**config.mk**
```make
export PLATFORM = sky130hd
export DESIGN_NAME = taxi_trip_ctrl
export DESIGN_NICKNAME = d
export VERILOG_FILES = /design/src/rtl/taxi_trip_ctrl.sv
export SDC_FILE = /design/constraint.sdc
export NUM_CORES = 1
export LEC_CHECK = 0
export BUFFER_PORTS_ARGS = -buffer_cell sky130_fd_sc_hd__buf_2
export CAP_MARGIN = 0
export CORE_MARGIN = 2
export CORE_UTILIZATION = 35
export DETAILED_ROUTE_END_ITERATION = 10
export MAX_ROUTING_LAYER = met4
export SYNTH_ARGS = -nofsm -noshare
export SYNTH_HDL_FRONTEND = slang
export SYNTH_SLANG_ARGS = --single-unit
```
**constraint.sdc**
```tcl
create_clock -name clk_50MHz -period 8.68 [get_ports clk_50MHz]
set_input_delay 0.868 -clock clk_50MHz [delete_from_list [all_inputs] [get_ports clk_50MHz]]
set_output_delay 0.868 -clock clk_50MHz [all_outputs]
set_load 0.05 [all_outputs]
```
**src/rtl/taxi_trip_ctrl.sv**
```systemverilog
// Taxi meter trip controller: synchronised wheel pulses and 1 s ticks drive a saturating fare.
// Optional NIGHT_SURCHARGE_EN adds a night input (doubled increments, 1.5x start fare).
module taxi_trip_ctrl #(
    parameter int TICK_DIV   = 50000000,
    parameter int START_FARE = 30,
    parameter int KM_PULSES  = 16,
    parameter int WAIT_TICKS = 60,
    parameter int FARE_MAX   = 9999
) (
    input  logic        clk_50MHz,
    input  logic        rst_n,
    input  logic        start,
    input  logic        pause,
    input  logic        stop,
    input  logic        wheel_pulse,
`ifdef NIGHT_SURCHARGE_EN
    input  logic        night,
`endif
    output logic [16:0] fare,
    output logic [1:0]  trip_state,
    output logic        power_on,
    output logic        fare_done
);

    localparam int TW = (TICK_DIV > 1) ? $clog2(TICK_DIV) : 1;
    localparam int PW = $clog2(KM_PULSES + 1);
    localparam int WW = $clog2(WAIT_TICKS + 1);

    typedef enum logic [1:0] {
        IDLE   = 2'b00,
        HIRED  = 2'b01,
        PAUSED = 2'b10,
        SETTLE = 2'b11
    } state_t;

    state_t          state_q;
    logic [16:0]     fare_q;
    logic [PW-1:0]   pulseCnt_q, pulseCnt_d;
    logic [WW-1:0]   waitCnt_q, waitCnt_d;
    logic [TW-1:0]   tickCnt_q, tickCnt_d;
    logic            power_q;
    logic            done_q;
    logic [2:0]      sync_q;
    logic            pulse;
    logic            tick;
    logic            distInc;
    logic            waitInc;
    logic [1:0]      incUnit;
    logic [17:0]     startRaw;
    logic [17:0]     fareSum;
    logic [16:0]     fare_d;
    logic [16:0]     startFare_d;

    // sync_q[2] is a delayed copy of the second stage, used only for edge detection
    always_ff @(posedge clk_50MHz or negedge rst_n) begin
        if (!rst_n) begin
            sync_q <= '0;
        end else begin
            sync_q <= {sync_q[1:0], wheel_pulse};
        end
    end

    assign pulse = sync_q[1] & ~sync_q[2];
    assign tick  = (tickCnt_q == TW'(TICK_DIV - 1));

    always_comb begin
        incUnit  = 2'd1;
        startRaw = 18'(START_FARE);
`ifdef NIGHT_SURCHARGE_EN
        if (night) begin
            incUnit  = 2'd2;
            startRaw = 18'(START_FARE + START_FARE / 2);
        end
`endif
        tickCnt_d  = tick ? '0 : tickCnt_q + TW'(1);
        distInc    = 1'b0;
        pulseCnt_d = pulseCnt_q;
        if (pulse) begin
            if (pulseCnt_q == PW'(KM_PULSES - 1)) begin
                pulseCnt_d = '0;
                distInc    = 1'b1;
            end else begin
                pulseCnt_d = pulseCnt_q + PW'(1);
            end
        end
        // A wait window completed on this tick still pays even if a pulse lands in the same cycle
        waitInc   = tick && (waitCnt_q == WW'(WAIT_TICKS - 1));
        waitCnt_d = waitCnt_q;
        if (pulse || waitInc) begin
            waitCnt_d = '0;
        end else if (tick) begin
            waitCnt_d = waitCnt_q + WW'(1);
        end
        fareSum = 18'(fare_q) + (distInc ? 18'(incUnit) : 18'd0) + (waitInc ? 18'(incUnit) : 18'd0);
        fare_d  = (fareSum > 18'(FARE_MAX)) ? 17'(FARE_MAX) : fareSum[16:0];
        startFare_d = (startRaw > 18'(FARE_MAX)) ? 17'(FARE_MAX) : startRaw[16:0];
    end

    // Request priority is stop > pause > start, considering only requests valid in the current state
    always_ff @(posedge clk_50MHz or negedge rst_n) begin
        if (!rst_n) begin
            state_q    <= IDLE;
            fare_q     <= '0;
            pulseCnt_q <= '0;
            waitCnt_q  <= '0;
            tickCnt_q  <= '0;
            power_q    <= 1'b0;
            done_q     <= 1'b0;
        end else begin
            done_q <= 1'b0;
            unique case (state_q)
                IDLE: begin
                    fare_q     <= '0;
                    pulseCnt_q <= '0;
                    waitCnt_q  <= '0;
                    tickCnt_q  <= '0;
                    power_q    <= 1'b0;
                    if (start) begin
                        state_q <= HIRED;
                        fare_q  <= startFare_d;
                        power_q <= 1'b1;
                    end
                end
                HIRED: begin
                    fare_q     <= fare_d;
                    pulseCnt_q <= pulseCnt_d;
                    waitCnt_q  <= waitCnt_d;
                    tickCnt_q  <= tickCnt_d;
                    power_q    <= 1'b1;
                    if (stop) begin
                        state_q <= SETTLE;
                        done_q  <= 1'b1;
                        power_q <= 1'b0;
                    end else if (pause) begin
                        state_q <= PAUSED;
                    end
                end
                PAUSED: begin
                    tickCnt_q <= tickCnt_d;
                    if (tick) begin
                        power_q <= ~power_q;
                    end
                    if (stop) begin
                        state_q <= SETTLE;
                        done_q  <= 1'b1;
                        power_q <= 1'b0;
                    end else if (pause) begin
                        state_q <= HIRED;
                        power_q <= 1'b1;
                    end
                end
                SETTLE: begin
                    tickCnt_q <= '0;
                    power_q   <= 1'b0;
                    if (stop) begin
                        state_q <= IDLE;
                        fare_q  <= '0;
                    end else if (start) begin
                        state_q    <= HIRED;
                        fare_q     <= startFare_d;
                        pulseCnt_q <= '0;
                        waitCnt_q  <= '0;
                        power_q    <= 1'b1;
                    end
                end
                default: state_q <= IDLE;
            endcase
        end
    end

    assign fare       = fare_q;
    assign trip_state = state_q;
    assign power_on   = power_q;
    assign fare_done  = done_q;

endmodule
```
==> impl_metrics.json, run 1 <==
{
  "status": "complete, no violations",
  "cp-start-kind": "flip-flop",
  "antenna_found_initial": 0,
  "crit_path_frequent_cell": "nor4_1",
  "row_count": 36,
  "setup_viol": 0,
  "remaining_drc_errors": 0,
  "nets": 417,
  "slew_headroom_pct": 43.56,
  "via_per_inst": 5.230,
  "cp_num_buf_inv": 1,
  "yosysUniqueCellTypes": 51,
  "required_ps": 8950,
  "fmax_mhz": 232.2,
  "finalHoldViolations": 0,
  "post_cts_buffers": 0,
  "yosysWarnings": 0,
  "synth_flop_cell": "dfrtp_1",
  "route.met2.wl_mm": 3.584,
  "dr_wl_met3_um": 363,
  "fin_util_pct": 40.69,
  "port_buffers": 26,
  "antenna_left": 0,
  "leakagePower_nw": 1.757,
  "endpoint_kind": "flip-flop",
  "fin_tns_setup_ps": 0,
  "wl_met1_mm": 3.596,
  "path_delay_family": "simple AND/OR/NAND/NOR gates",
  "synth_nets": 394,
  "io_pins": 27,
  "finalNonFillerCells": 539,
  "dieHeight_um": 103.0,
  "async_flop_share_pct": 100.0,
  "pre_cts_ws_ps": 4384,
  "drtIter0Drc": 74,
  "top_layer_used": "met4",
  "fin_ws_ps": 4373,
  "core-area_um2": 9639,
  "power_mw": 1.034,
  "power_density_nw_per_um2": 263.7,
  "worstSetupPathType": "flip-flop to flip-flop",
  "ctsRootBufferMaster": "clkbuf_8",
  "grt_pass1_vias": 2738,
  "cts_made_buffers": 9,
  "crit_fanout": 12,
  "cts_sinks": 61,
  "hold_class": "flip-flop to flip-flop",
  "htree_levels": 3,
  "maxCapViolCount": 0,
  "track_usage_pct": 16.21,
  "crit_chain": "nand4bb_1 > or4_1 > nor4_1 > nand2_1 > fa_1 > inv_1 > ha_1 > nand4_1 > nor4_1 > nand3_1 > a211oi_1 > o211a_1 > a32o_1",
  "grt_overflow_total": 0,
  "ys_seq_area_share_pct": 44.49,
  "gp_congestion": 0.9281,
  "clockBufferDepth": 2,
  "fin_crit_sh_pct": 49.62,
  "fin_worst_skew_ps": 8.363,
  "grt_start_max_net_pins": 62,
  "cts_hold_buf": 0,
  "syn_area_per_cell_um2": 9.076,
  "rsz0062_at_grt": "no",
  "die_w_um": 103.0,
  "ys_seq_elements": 61,
  "grt_pass1_wl_mm": 13.04,
  "start_util_pct": 35.59,
  "drive_above_1_share_pct": 13.30,
  "die-area_um2": 10610,
  "hpwl_mm": 5.354,
  "worst_pin_slew_ps": 846.5,
  "clkTransAtPathRegs_ps": 70,
  "synth_area_um2": 3431,
  "num_vias": 2819,
  "synth_edf_count": 0,
  "cts_tree": "yes",
  "max_stage_delay_ps": 500,
  "min_period_ps": 4307,
  "cts_resized": 0,
  "irDropWorstVdd_uv": 112.5,
  "avgRoutedWirePerCell_um": 14.18,
  "clk_latency_ps": 340,
  "antenna_cells": 0,
  "cp.arrival_ps": 4580,
  "syn_inst": 378,
  "placed_area_um2": 3679,
  "placedCellCount": 523,
  "critPathSlowestCell": "or4_1",
  "drtPass1Iterations": 4,
  "hold_ws_ps": 358.2,
  "slew_violations": 0,
  "fin_area_um2": 3923,
  "syn_to_final_growth_pct": 14.33,
  "routed_wl_mm": 7.643
}
-- placed cells by master, fill, tap and decap left out, types with 5 or more instances in the layout --
| cell type | synthesis | routed |
|---|---|---|
| a32o_1 | 6 | 6 |
| xnor2_1 | 12 | 12 |
| clkbuf_8 | 0 | 13 |
| nor4_1 | 5 | 5 |
| nand4_1 | 6 | 6 |
| dfrtp_1 | 61 | 61 |
| nand3_1 | 23 | 23 |
| ha_1 | 9 | 9 |
| nand2_1 | 38 | 38 |
| inv_1 | 12 | 12 |
| and2_1 | 6 | 6 |
| a21oi_1 | 17 | 17 |
| o21ai_0 | 15 | 15 |
| and3_1 | 9 | 9 |
| xor2_1 | 17 | 17 |
| nor3_1 | 7 | 7 |
| nor2_1 | 48 | 48 |
| buf_2 | 0 | 26 |
| nor2b_1 | 5 | 5 |
-- power by group --
part           switching (mW)  leakage [nW]  internal, mW
sequential             0.0430         0.828         0.318
combinational           0.265         0.804         0.107
clock                   0.109         0.126         0.193
total                   0.417          1.76         0.618
-- cell families after synthesis --
family                   synth area share (%)
AND/OR/NAND/NOR                         26.15
XOR/XNOR                                7.403
multiplexers                           0.5835
buffers and inverters                   2.954
flip-flops                              44.49
adder cells (fa/ha/maj)                 3.866
AO/OA/AOI/OAI                           14.55
-- sequential cells by signal, indices dropped and copies added (netlist names) --
signal / cells
tickCnt_q: 26
fare: 17
waitCnt_q: 6
pulseCnt_q: 5
sync_q: 3
trip_state: 2
fare_done: 1
power_on: 1
-- cell usage after synthesis, drive strengths merged (3+ instances only) --
| library cell | count | area [um2] |
|---|---|---|
| xnor2 | 12 | 105.1 |
| nor2b | 5 | 31.28 |
| o22ai | 3 | 18.77 |
| nand2b | 3 | 18.77 |
| a31oi | 4 | 25.02 |
| dfrtp | 61 | 1526 |
| or3 | 3 | 18.77 |
| nand4b | 3 | 26.28 |
| o21ai | 15 | 75.07 |
| nand3 | 23 | 115.1 |
| nand2 | 38 | 142.6 |
| and4 | 5 | 46.30 |
| inv | 12 | 45.04 |
| and3 | 11 | 71.31 |
| a32o | 6 | 60.06 |
| or4 | 5 | 41.29 |
| a21oi | 17 | 85.08 |
| a21o | 4 | 30.03 |
| xor2 | 17 | 148.9 |
| nor3 | 7 | 35.03 |
| clkbuf | 15 | 56.30 |
| nor4 | 5 | 31.28 |
| o21a | 4 | 37.53 |
| and2 | 7 | 45.05 |
| o31ai | 3 | 22.52 |
| or2 | 3 | 18.77 |
| nor2 | 48 | 180.2 |
| ha | 9 | 112.6 |
| nand4 | 6 | 37.54 |
-- path summary, 6_finish.rpt --
path	startpoint	endpoint	slack, ps	depth (start not counted)
worst max-delay path	tickCnt_q[8]	fare[6]	4370	13
worst max register to register	tickCnt_q[8]	fare[6]	4370	13
worst min-delay path	sync_q[0]	sync_q[1]	360	0
min in group asynchronous	rst_n	fare[13]	710	2
worst min register to register	sync_q[0]	sync_q[1]	360	0
max in group asynchronous	rst_n	tickCnt_q[17]	7460	2
-- metal layers --
| metal | GRT usage (%) | vias up |
|---|---|---|
| li1 | - | 1396 |
| met1 | 20.12 | 1362 |
| met2 | 26.32 | 52 |
| met3 | 3.797 | 9 |
| met4 | 4.960 | 0 |
| met5 | - | - |
-- layout make-up --
class                           count  area (um2)
Tap cell                          133       166.4
Clock inverter                      3       65.06
Multi-Input combinational cell    290        1803
Timing Repair Buffer               27       137.6
Sequential cell                    61        1526
Fill cell                         998        5717
Inverter                           12       45.04
Clock buffer                       13       178.9
Note: power is estimated with default switching activity, not from simulation.
==> inputs of run 2 (changes only) <==
--- a/config.mk
+++ b/config.mk
@@ -5,6 +5,7 @@
 export SDC_FILE = /design/constraint.sdc
 export NUM_CORES = 1
 export LEC_CHECK = 0
+export ABC_AREA = 1
 export BUFFER_PORTS_ARGS = -buffer_cell sky130_fd_sc_hd__buf_2
 export CAP_MARGIN = 0
 export CORE_MARGIN = 2
==> constraint.sdc (replaced) <==
create_clock -name clk_50MHz -period 3.6 [get_ports clk_50MHz]
set_input_delay 0.36 -clock clk_50MHz [delete_from_list [all_inputs] [get_ports clk_50MHz]]
set_output_delay 0.36 -clock clk_50MHz [all_outputs]
set_load 0.05 [all_outputs]
==> run 2 against run 1 <==
Synthesized area grew 12%. Clock-buffer cell count shrank 1. Critical path type unchanged. Critical path depth grew 5. Synthesized cell count grew 37%. Non-clock buffer count grew 7. Largest power group unchanged. Combinational power grew 130%. Register-to-register slack lost 4000 ps. Cell count grew 30%. Hold slack lost 250 ps. Maximum frequency grew 32%. Cell area grew 12%.
==> impl_metrics.json, run 2 <==
{
  "hpwl_mm": 7.002,
  "gp_congestion": 0.9217,
  "via_per_inst": 4.950,
  "clk_latency_ps": 360,
  "htree_levels": 3,
  "fillCellCount": 1118,
  "leakagePower_nw": 2.029,
  "grt_overflow_total": 0,
  "largest-register": "tickCnt_q",
  "setup_viol": 0,
  "min_period_ps": 3270,
  "yosysUniqueCellTypes": 41,
  "final_cell_mix": "nand2_1, nor2_1, inv_1, dfrtp_1, nand3_1",
  "cp-start-kind": "flip-flop",
  "ys_seq_elements": 61,
  "synth.most_common_cell": "nand2_1",
  "ys_seq_area_share_pct": 39.69,
  "synth_top_area_share_pct": 39.69,
  "synthTopCellsByCount": "nand2_1, nor2_1, inv_1, dfrtp_1, nand3_1",
  "core-area_um2": 10790,
  "power_density_nw_per_um2": 516.8,
  "cts_made_buffers": 9,
  "drive_above_1_share_pct": 16.43,
  "synth_nets": 534,
  "start_util_pct": 35.64,
  "yosysTopAreaCell": "dfrtp_1",
  "finalHoldViolations": 0,
  "fmax_mhz": 305.8,
  "fin_util_pct": 40.64,
  "irDropWorstVdd_uv": 352.6,
  "multi_input_area_um2": 2071,
  "worst_pin_slew_ps": 869.1,
  "grt_pass1_wl_mm": 16.13,
  "ff2ff_path_depth": 18,
  "hold_ws_ps": 104.2,
  "synth_area_um2": 3846,
  "maxCapViolCount": 0,
  "port_buffers": 26,
  "status": "complete, no violations",
  "die-area_um2": 11840,
  "required_ps": 3850,
  "num_vias": 3465,
  "power_mw": 2.267,
  "cts_tree": "yes",
  "synth_area_leaders": "dfrtp_1, nand2_1, nor2_1",
  "row_count": 38,
  "syn_inst": 518,
  "largest_reg_flops": 26,
  "track_usage_pct": 18.06,
  "worstSetupPathType": "flip-flop to flip-flop",
  "syn_to_final_growth_pct": 14.05,
  "avgRoutedWirePerCell_um": 13.66,
  "antenna_left": 0,
  "final_common_cell": "nand2_1",
  "yosysWarnings": 0,
  "remaining_drc_errors": 0,
  "endpoint_kind": "flip-flop",
  "clockBufferDepth": 2,
  "cp.arrival_ps": 3520,
  "hold_depth": 1,
  "ctsRootBufferMaster": "clkbuf_8",
  "synth_edf_count": 0,
  "regArea_um2": 1528,
  "drtPass1Iterations": 4,
  "placed_area_um2": 4160,
  "syn_area_per_cell_um2": 7.425,
  "cts_sinks": 61,
  "grt_start_max_net_pins": 33,
  "antenna_cells": 0,
  "slew_headroom_pct": 41.84,
  "nets": 573,
  "hold_class": "input port to flip-flop",
  "fin_area_um2": 4387,
  "grt_pass1_vias": 3368,
  "io_pins": 27,
  "die_w_um": 108.8,
  "async_flop_share_pct": 100.0,
  "crit_fanout": 10,
  "fin_crit_sh_pct": 90.83,
  "dieHeight_um": 108.8,
  "clkTransAtPathRegs_ps": 70,
  "fin_worst_skew_ps": 14.49,
  "drtIter0Drc": 246,
  "routed_wl_mm": 9.562,
  "fin_tns_setup_ps": 0,
  "slew_violations": 0,
  "synth_flop_cell": "dfrtp_1",
  "antenna_found_initial": 0
}
[run 2: metal layers]
layer  up-vias  part of all wire [%]  track usage [%]
met5         -                     0                -
met4         0                   2.2            6.319
met3        18                   4.3            4.184
met2        69                    48            29.24
met1      1631                    45            22.20
li1       1747                     -                -
[run 2: layout make-up]
type | count | share of cell area [%]
multi-input cells | 383 | 47.20
flip-flops and latches | 61 | 34.83
inverters | 68 | 5.819
repair buffers | 34 | 4.392
well taps | 140 | 3.993
clock buffers | 12 | 3.537
clock inverters | 2 | 0.2282
[run 2: timing repair]
action | in CTS | in global routing
gates resized for setup | 0 | 9
hold endpoints to repair | 18 | 0
setup endpoints to repair | 0 | 14
hold buffers | 1 | 0
buffers inserted | 0 | 2
[run 2: stage by stage]
step / std cells / setup slack (ps)
2_1_floorplan: 518 / 406.8
3_3_place_gp: 683 / 252.2
3_5_place_dp: 683 / 202.7
4_1_cts: 698 / 188.2
5_1_grt: 700 / -4.100
6_report: 700 / 330.2
[run 2: logic make-up after synthesis]
group	Yosys count	share of synthesized area [%]
compound gates	53	8.654
flops	61	39.69
xor+xnor	18	4.099
fa+ha+maj	10	3.448
simple gates	302	36.73
buf+inv	74	7.385
[run 2: path summary, 6_finish.rpt]
check,start,endpoint,slack (ps)
worst min-delay path,wheel_pulse,sync_q[0],100
worst max register to register,tickCnt_q[7],fare[0],330
max in group asynchronous,rst_n,tickCnt_q[13],2270
worst max-delay path,tickCnt_q[7],fare[0],330
min in group asynchronous,rst_n,fare[16],510
worst min register to register,sync_q[0],sync_q[1],370
[run 2: worst max-delay path, cell delays in order (launching register included)]
cell and delay (ps):
dfrtp_2 450, nor4_2 280, nand3_1 120, nor3_2 170, nand3_1 110, fa_1 430, inv_1 90, ha_1 210
nand2_2 90, nor2_4 180, nand2_2 90, o21ai_1 180, nand2_1 70, nor2_1 120, nand2_2 120, nor2_8 200
nand3_1 110, nand2_1 70, nand2_1 60
[run 2: where the power goes]
part | switching, mW | internal [mW] | total [mW]
combinational | 0.634 | 0.223 | 0.857
sequential | 0.0860 | 0.766 | 0.852
clock | 0.280 | 0.278 | 0.558
total | 1.00 | 1.27 | 2.27
==> inputs of run 3 (changes only) <==
--- a/config.mk
+++ b/config.mk
@@ -12,6 +12,7 @@
 export CORE_UTILIZATION = 35
 export DETAILED_ROUTE_END_ITERATION = 10
 export MAX_ROUTING_LAYER = met4
+export PLACE_DENSITY_LB_ADDON = 0.3
 export SYNTH_ARGS = -nofsm -noshare
 export SYNTH_HDL_FRONTEND = slang
 export SYNTH_SLANG_ARGS = --single-unit
==> run 3 against run 2 <==
Largest power group unchanged. Global-route usage grew 0.37 points. Critical endpoint is now fare[1]. Maximum frequency shrank 1.4%. Largest cell class unchanged. Via count grew 2.9%. Clock skew shrank 4.5 ps. Power grew 3.3%. Cell count shrank 0.14%.
==> impl_metrics.json, run 3 (same netlist as run 2, synthesis figures left out) <==
{
  "grt_overflow_total": 0,
  "remaining_drc_errors": 0,
  "die-area_um2": 11840,
  "start_util_pct": 35.64,
  "maxCapViolCount": 0,
  "num_vias": 3565,
  "syn_to_final_growth_pct": 14.70,
  "fin_tns_setup_ps": 0,
  "fin_worst_skew_ps": 9.987,
  "fin_util_pct": 40.88,
  "power_density_nw_per_um2": 530.9,
  "routed_wl_mm": 9.681,
  "status": "complete, no violations",
  "rsz0062_at_grt": "no",
  "min_period_ps": 3317,
  "nets": 571,
  "fin_area_um2": 4412,
  "pre_cts_ws_ps": 197.9,
  "slew_headroom_pct": 37.43,
  "fin_crit_sh_pct": 92.14,
  "hpwl_mm": 7.237,
  "row_count": 38,
  "largest_reg_flops": 26,
  "worstSetupPathType": "flip-flop to flip-flop",
  "drtPass1Iterations": 4,
  "hold_class": "input port to flip-flop",
  "cts_sinks": 61,
  "worst_pin_slew_ps": 938.6,
  "clk_latency_ps": 350,
  "track_usage_pct": 18.44,
  "leakagePower_nw": 2.031,
  "core-area_um2": 10790,
  "io_pins": 27,
  "htree_levels": 3,
  "die_w_um": 108.8,
  "grt_start_max_net_pins": 41,
  "drive_above_1_share_pct": 16.82,
  "gp_congestion": 0.9043,
  "port_buffers": 26,
  "clkTransAtPathRegs_ps": 70,
  "placed_area_um2": 4160,
  "dieHeight_um": 108.8,
  "drtIter0Drc": 199,
  "power_mw": 2.342,
  "setup_viol": 0,
  "irDropWorstVdd_uv": 346.7,
  "required_ps": 3840,
  "slew_violations": 0,
  "ctsRootBufferMaster": "clkbuf_8",
  "cp.arrival_ps": 3560,
  "crit_fanout": 7,
  "fin_ws_ps": 282.9,
  "endpoint_kind": "flip-flop",
  "antenna_found_initial": 0,
  "grt_pass1_wl_mm": 16.46,
  "clockBufferDepth": 2,
  "largest-register": "tickCnt_q",
  "cts_made_buffers": 9,
  "via_per_inst": 5.100,
  "finalHoldViolations": 0,
  "fmax_mhz": 301.5,
  "final_common_cell": "nand2_1",
  "antenna_left": 0,
  "final_cell_mix": "nand2_1, nor2_1, inv_1, dfrtp_1, nand3_1",
  "cp-start-kind": "flip-flop",
  "post_cts_buffers": 0,
  "grt_pass1_vias": 3445,
  "cts_tree": "yes",
  "antenna_cells": 0,
  "avgRoutedWirePerCell_um": 13.85
}
[run 3: cell type report]
class / count / area [um2]
fill: 1095 / 6381
timing repair buffer: 31 / 167.7
multi-input combinational: 384 / 2088
sequential: 61 / 1526
tap: 140 / 175.2
clock inverter: 4 / 47.55
clock buffer: 11 / 151.4
inverter: 68 / 255.2
[run 3: report_power, final]
group | internal [mW] | switching [mW] | leakage, nW
registers | 0.766 | 0.0879 | 0.826
logic | 0.222 | 0.641 | 1.10
clock network | 0.351 | 0.275 | 0.101
[run 3: worst paths after layout]
path | endpoint | slack, ps | from | cells after the start
setup / recovery | fare[1] | 280 | waitCnt_q[0] | 18
hold / removal | sync_q[0] | 130 | wheel_pulse | 1
setup reg to reg | fare[1] | 280 | waitCnt_q[0] | 18
hold reg to reg | sync_q[1] | 350 | sync_q[0] | 0
max in group asynchronous | tickCnt_q[23] | 2720 | rst_n | 2
min in group asynchronous | fare[6] | 160 | rst_n | 1
[run 3: timing repair]
action	4_1_cts	5_1_grt
hold buffers	0	0
hold endpoints to repair	0	0
setup endpoints to repair	0	14
gates resized for setup	0	10
[run 3: through the flow]
| stage | hold slack [ps] | instances |
|---|---|---|
| after floorplan | 64.41 | 518 |
| after global placement | 336.7 | 683 |
| after detailed placement | 340.4 | 683 |
| after CTS | 109.6 | 698 |
| after global routing | 107.7 | 699 |
| final | 131.0 | 699 |
[run 3: metal layers]
metal,GRT usage (%),vias to the layer above,routed length [um]
met5,-,-,0
met4,5.220,0,38
met3,3.945,6,433
met2,30.22,87,4651
met1,23.05,1725,4557
li1,-,1747,-
[run 3: worst max-delay path, cell delays in order (launching register included)]
cell      delay [ps]
dfrtp_1          370
ha_1             220
inv_1             60
nor4_2           350
nand3_1          170
fa_1             440
inv_1            100
ha_2             210
nand2_2           80
nor2_4           220
nand2_2          100
o21ai_2          160
nand2_1           60
nor2_1           110
nand2_2          140
nor2_4           200
nand3b_1         110
nand2_1           70
nand2_1           50
